File: src/rtl/dma_request_arbiter.sv
// Round-robin arbiter sharing one DMA engine between PROC_CNT processors.
// Toggle-style request/ack handshake per processor, latched descriptor, watchdog abort.
module dma_request_arbiter #(
   parameter int PROC_CNT = 4,
   parameter int SIZE     = 4,
   parameter int PROCSIZE = 4,
   parameter int TIMEOUT  = 64
) (
   input  logic                         clock,
   input  logic                         reset_n,
   input  logic                         enable,
   input  logic [PROC_CNT-1:0]          trigger,
   input  logic [PROC_CNT-1:0]          action,
   input  logic [PROC_CNT*SIZE-1:0]     ptr,
   input  logic [PROC_CNT*PROCSIZE-1:0] copy_start,
   input  logic [PROC_CNT*PROCSIZE-1:0] copy_length,
   output logic [PROC_CNT-1:0]          ack,
   output logic [PROC_CNT-1:0]          pending,
   output logic                         dma_req,
   output logic [$clog2(PROC_CNT)-1:0]  dma_proc,
   output logic                         dma_action,
   output logic [SIZE-1:0]              dma_ptr,
   output logic [PROCSIZE-1:0]          dma_copy_start,
   output logic [PROCSIZE-1:0]          dma_copy_length,
   input  logic                         dma_done,
   output logic                         dma_abort,
   output logic                         error,
   output logic                         busy
);

   localparam int IDX_W = $clog2(PROC_CNT);
   localparam int TMR_W = (TIMEOUT < 2) ? 1 : $clog2(TIMEOUT);
   localparam bit WDOG_EN = (TIMEOUT != 0);
   localparam logic [TMR_W-1:0] TMR_LAST = TMR_W'((TIMEOUT == 0) ? 0 : TIMEOUT - 1);
   localparam logic [IDX_W-1:0] IDX_LAST = IDX_W'(PROC_CNT - 1);

   typedef enum logic [1:0] {S_IDLE, S_BUSY, S_RELEASE} state_t;

   state_t             state;
   logic [IDX_W-1:0]   rr_ptr;
   logic [TMR_W-1:0]   timer;

   logic               sel_found;
   logic [IDX_W-1:0]   sel_idx;
   logic               sel_action;
   logic [SIZE-1:0]    sel_ptr;
   logic [PROCSIZE-1:0] sel_start;
   logic [PROCSIZE-1:0] sel_length;

   function automatic int wrap_idx(input logic [IDX_W-1:0] base, input int k);
      return (int'(base) + k) % PROC_CNT;
   endfunction

   assign pending = trigger ^ ack;
   assign busy    = (state != S_IDLE);

   // First pending requester at or after rr_ptr, together with its live descriptor.
   always_comb begin
      sel_found  = 1'b0;
      sel_idx    = '0;
      sel_action = 1'b0;
      sel_ptr    = '0;
      sel_start  = '0;
      sel_length = '0;
      for (int k = 0; k < PROC_CNT; k++) begin
         if (!sel_found && pending[IDX_W'(wrap_idx(rr_ptr, k))]) begin
            sel_found  = 1'b1;
            sel_idx    = IDX_W'(wrap_idx(rr_ptr, k));
            sel_action = action[IDX_W'(wrap_idx(rr_ptr, k))];
            sel_ptr    = ptr[wrap_idx(rr_ptr, k)*SIZE +: SIZE];
            sel_start  = copy_start[wrap_idx(rr_ptr, k)*PROCSIZE +: PROCSIZE];
            sel_length = copy_length[wrap_idx(rr_ptr, k)*PROCSIZE +: PROCSIZE];
         end
      end
   end

   always_ff @(posedge clock or negedge reset_n) begin
      if (!reset_n) begin
         state           <= S_IDLE;
         rr_ptr          <= '0;
         timer           <= '0;
         ack             <= '0;
         dma_req         <= 1'b0;
         dma_proc        <= '0;
         dma_action      <= 1'b0;
         dma_ptr         <= '0;
         dma_copy_start  <= '0;
         dma_copy_length <= '0;
         dma_abort       <= 1'b0;
         error           <= 1'b0;
      end else begin
         dma_abort <= 1'b0;
         case (state)
            S_IDLE: begin
               if (enable && sel_found) begin
                  dma_proc        <= sel_idx;
                  dma_action      <= sel_action;
                  dma_ptr         <= sel_ptr;
                  dma_copy_start  <= sel_start;
                  dma_copy_length <= sel_length;
                  // Zero-length transfers complete immediately without involving the DMA.
                  if (sel_length != '0) begin
                     dma_req <= 1'b1;
                     timer   <= '0;
                     state   <= S_BUSY;
                  end else begin
                     ack[sel_idx] <= ~ack[sel_idx];
                     state        <= S_RELEASE;
                  end
               end
            end
            S_BUSY: begin
               timer <= timer + TMR_W'(1);
               if (dma_done) begin
                  dma_req       <= 1'b0;
                  ack[dma_proc] <= ~ack[dma_proc];
                  state         <= S_RELEASE;
               end else if (WDOG_EN && timer == TMR_LAST) begin
                  dma_req       <= 1'b0;
                  dma_abort     <= 1'b1;
                  error         <= 1'b1;
                  ack[dma_proc] <= ~ack[dma_proc];
                  state         <= S_RELEASE;
               end
            end
            S_RELEASE: begin
               rr_ptr <= (dma_proc == IDX_LAST) ? '0 : dma_proc + IDX_W'(1);
               state  <= S_IDLE;
            end
            default: state <= S_IDLE;
         endcase
      end
   end

endmodule

File: config.mk
export PLATFORM = sky130hd
export DESIGN_NAME = dma_request_arbiter
export DESIGN_NICKNAME = d
export VERILOG_FILES = /design/src/rtl/dma_request_arbiter.sv
export SDC_FILE = /design/constraint.sdc
export NUM_CORES = 1
export LEC_CHECK = 0
export ABC_CLOCK_PERIOD_IN_PS = 2500
export CORE_MARGIN = 8
export CORE_UTILIZATION = 45
export DETAILED_ROUTE_END_ITERATION = 7
export PLACE_DENSITY_LB_ADDON = 0.25
export SYNTH_ARGS = -nofsm -noshare
export SYNTH_HDL_FRONTEND = slang
export SYNTH_SLANG_ARGS = --single-unit
File: constraint.sdc
create_clock -name clock -period 2.5 [get_ports clock]
set_clock_uncertainty 0.1 [all_clocks]
set_input_delay 0.375 -clock clock [delete_from_list [all_inputs] [get_ports clock]]
set_output_delay 0.375 -clock clock [all_outputs]
set_load 0.01 [all_outputs]
==> results.txt <==
FF-to-FF path depth - 11
Most common cell after layout, fill and taps aside - clkdlybuf4s50_1
Worst path required time - 2.56 ns
Placed cell count - 591
CTS tree - yes
Async S/R FF share, synth - 1.000
Area Overhead vs Synth - 56.94%
Final hold viol count - 0
Worst min path class - input pin to asynchronous set/reset pin
Setup TNS Final - -1.858 ns
Synthesis-stage register bit count - 32
Static Leakage - 2.132 nW
Vias after detailed routing - 3524
Max Cap Violations - 0
Wire length on met2 - 5.206 mm
Ys Warns - 0
Ant. Diodes - 0
Main synth FF type - dfrtp_1
Final cell count without fillers - 615
Crit path DAT - 2.81 ns
Routed Antenna Nets - 0
Violated checks - setup timing
First-pass GRT wire length - 17.01 mm
Gate Count Post-Synth - 376
Max Slew Vio Count - 0
Row cnt - 31
Met1 WL - 4.604 mm
Die Ht - 100.9 µm
Die area - 0.01018 mm²
Die Span X - 100.9 µm
Cts bufs inserted - 5
H-tree depth - 2
Register Area - 808.3 µm²
Area of the mapped netlist - 0.003243 mm²
Share of the synthesized area in the top cell type - 0.2469
DR pass1 iterations - 4
Global route overflow - 0
Core area - 0.007098 mm²
Post-CTS Hold Buffers - 0
Result of the run - finished with violations
Initial antenna violation count - 0
VDD IR max - 836.2 µV
Post-synthesis sequential area ratio - 0.2469
Worst Setup Slack, final - -0.2491 ns
Bufs on Longest Clock Path - 2
Avg Cell Area, Syn - 8.625 µm²
Pin count of the biggest net entering global routing - 48
Post-synth EDFFs - 0
Tcrit/Tclk final - 1.100
Top Layer Used - met4
Net count reported at finish - 580
Later-pin clock latency in the skew report - 0.28 ns
Reg2Reg Setup Slack - -0.25 ns
Total power - 0.006275 W
Ports - 87
Crit end category - flop
Routed wire length - 10.59 mm
Area of the multi-input gates - 0.002536 mm²
Reg clk slew, reported paths - 0.07 ns
Via density - 5.730
Fill cells - 543
DRT iter0 DRCs - 122
Final setup fails - 12
Routed length on met3 - 566 µm
Vias in the first global route - 3465
Drt drc - 0
PwrDens - 1233 mW/mm²
Placed wire-length estimate - 7.880 mm
CP startpoint kind - flop
I/O Buffers - 86
Routed len/inst - 17.21 µm
Root Driver - clkbuf_8
RSZ-0062 raised after global routing - yes
Critical path class - flop to flop
Post-layout minimum cycle time - 2.749 ns
R2r endpoint - ack[3]
Slew headroom - 0.6399
Area leader, netlist - dfrtp_1
Initial core utilization - 0.4569
Worst r2r src - ack[3]
Main area contributors after synthesis - dfrtp_1 (25%), mux2i_1 (17%), mux2_2 (6.6%)
Synth Net Count - 441
Final Wtd Congestion - 0.9105
GRT Total Usage - 0.2036
CP Max Fanout - 6
Clock sink total - 32
Distinct cells, synth - 58
Most frequent cells in the layout - clkdlybuf4s50_1 (81), buf_4 (61), mux2i_1 (54)
FMAX - 363.8 MHz
Layout cells sized above 1 - 0.2984
Worst Tran Pin Value - 0.5402 ns
## power by group
part	switching, W	internal [W]	leakage, nW
Sequential	0.000228	0.000731	0.402
Clock	0.000185	0.000295	0.0552
Combinational	0.00239	0.00244	1.67
## worst max path at each step
stage | startpoint | to | slack [ns] | cells past startpoint
after global routing | ack[3] | ack[3] | -0.34 | 9
after detailed placement | trigger[3] | ack[1] | -0.65 | 10
after CTS | ack[2] | ack[3] | -0.24 | 11
final | ack[3] | ack[3] | -0.25 | 11
after floorplan | ack[1] | ack[0] | -0.07 | 9
after global placement | trigger[0] | ack[3] | -0.59 | 11
## critical path: stages, from the launching register on
cell      delay [ns]
dfrtp_2         0.45
xnor2_4         0.22
inv_4           0.09
buf_4           0.14
and4_1          0.21
o31ai_4         0.21
buf_12          0.16
and2_4          0.14
a41oi_2         0.12
and4b_4         0.39
nand2b_1        0.14
o221a_1         0.26
## layer usage
layer  up-vias  GRT usage
met5         -          0
met4         0    0.06987
met3        19    0.03108
met2       108     0.3464
met1      1699     0.2545
li1       1698          -
## logic make-up after synthesis
group           share of synthesized area
compound gates                     0.2199
simple gates                       0.1728
mux                                0.2674
buf+inv                           0.04784
flops                              0.2469
xor+xnor                          0.02585
fa+ha+maj                         0.01929
## synth_stat cells (all sizes together), types with 4 or more instances
| master | number |
|---|---|
| a221oi | 4 |
| xnor2 | 4 |
| nand3 | 12 |
| inv | 12 |
| and3 | 4 |
| dfrtp | 32 |
| ha | 5 |
| mux2i | 54 |
| or2 | 4 |
| a211oi | 9 |
| mux2 | 19 |
| mux4 | 5 |
| a21oi | 27 |
| o21ai | 33 |
| o22ai | 9 |
| a22oi | 4 |
| nand2 | 34 |
| o221a | 5 |
| nor2 | 22 |
| and2 | 5 |
| nor4 | 4 |
| nor3 | 9 |
| buf | 14 |
| clkbuf | 11 |
## area by class of cell
cell class,instances,share of cell area
clock inverter,2,0.006883
tap,99,0.02434
multi-input combinational,307,0.4983
sequential,32,0.1588
clock buffer,6,0.01426
timing repair buffer,157,0.2856
inverter,12,0.01180
## through the flow
step / hold slack (ns) / utilization / worst slack (ns) / cell area [µm²]
6_report: 0.3749 / 0.7171 / -0.2491 / 5090
5_1_grt: 0.3989 / 0.7171 / -0.3353 / 5090
4_1_cts: 0.3876 / 0.7016 / -0.2446 / 4980
3_5_place_dp: 0.3759 / 0.6654 / -0.6485 / 4723
3_3_place_gp: 0.3606 / 0.6654 / -0.5931 / 4723
2_1_floorplan: -0.02059 / - / -0.07185 / 3417
## flip-flops by register name, indices dropped and copies added (netlist names)
name / count
state: 2
dma_req: 1
ack: 4
error: 1
dma_abort: 1
dma_copy_length: 4
dma_copy_start: 4
timer: 6
dma_proc: 2
dma_ptr: 4
dma_action: 1
rr_ptr: 2
## timing repair
item	in CTS	in global routing
hold endpoints to repair	0	0
cloned	1	0
setup buffers	14	5
setup endpoints to repair	24	28
pin swaps	17	8
resized for setup	18	16
Note: power is estimated with default switching activity, not from simulation.
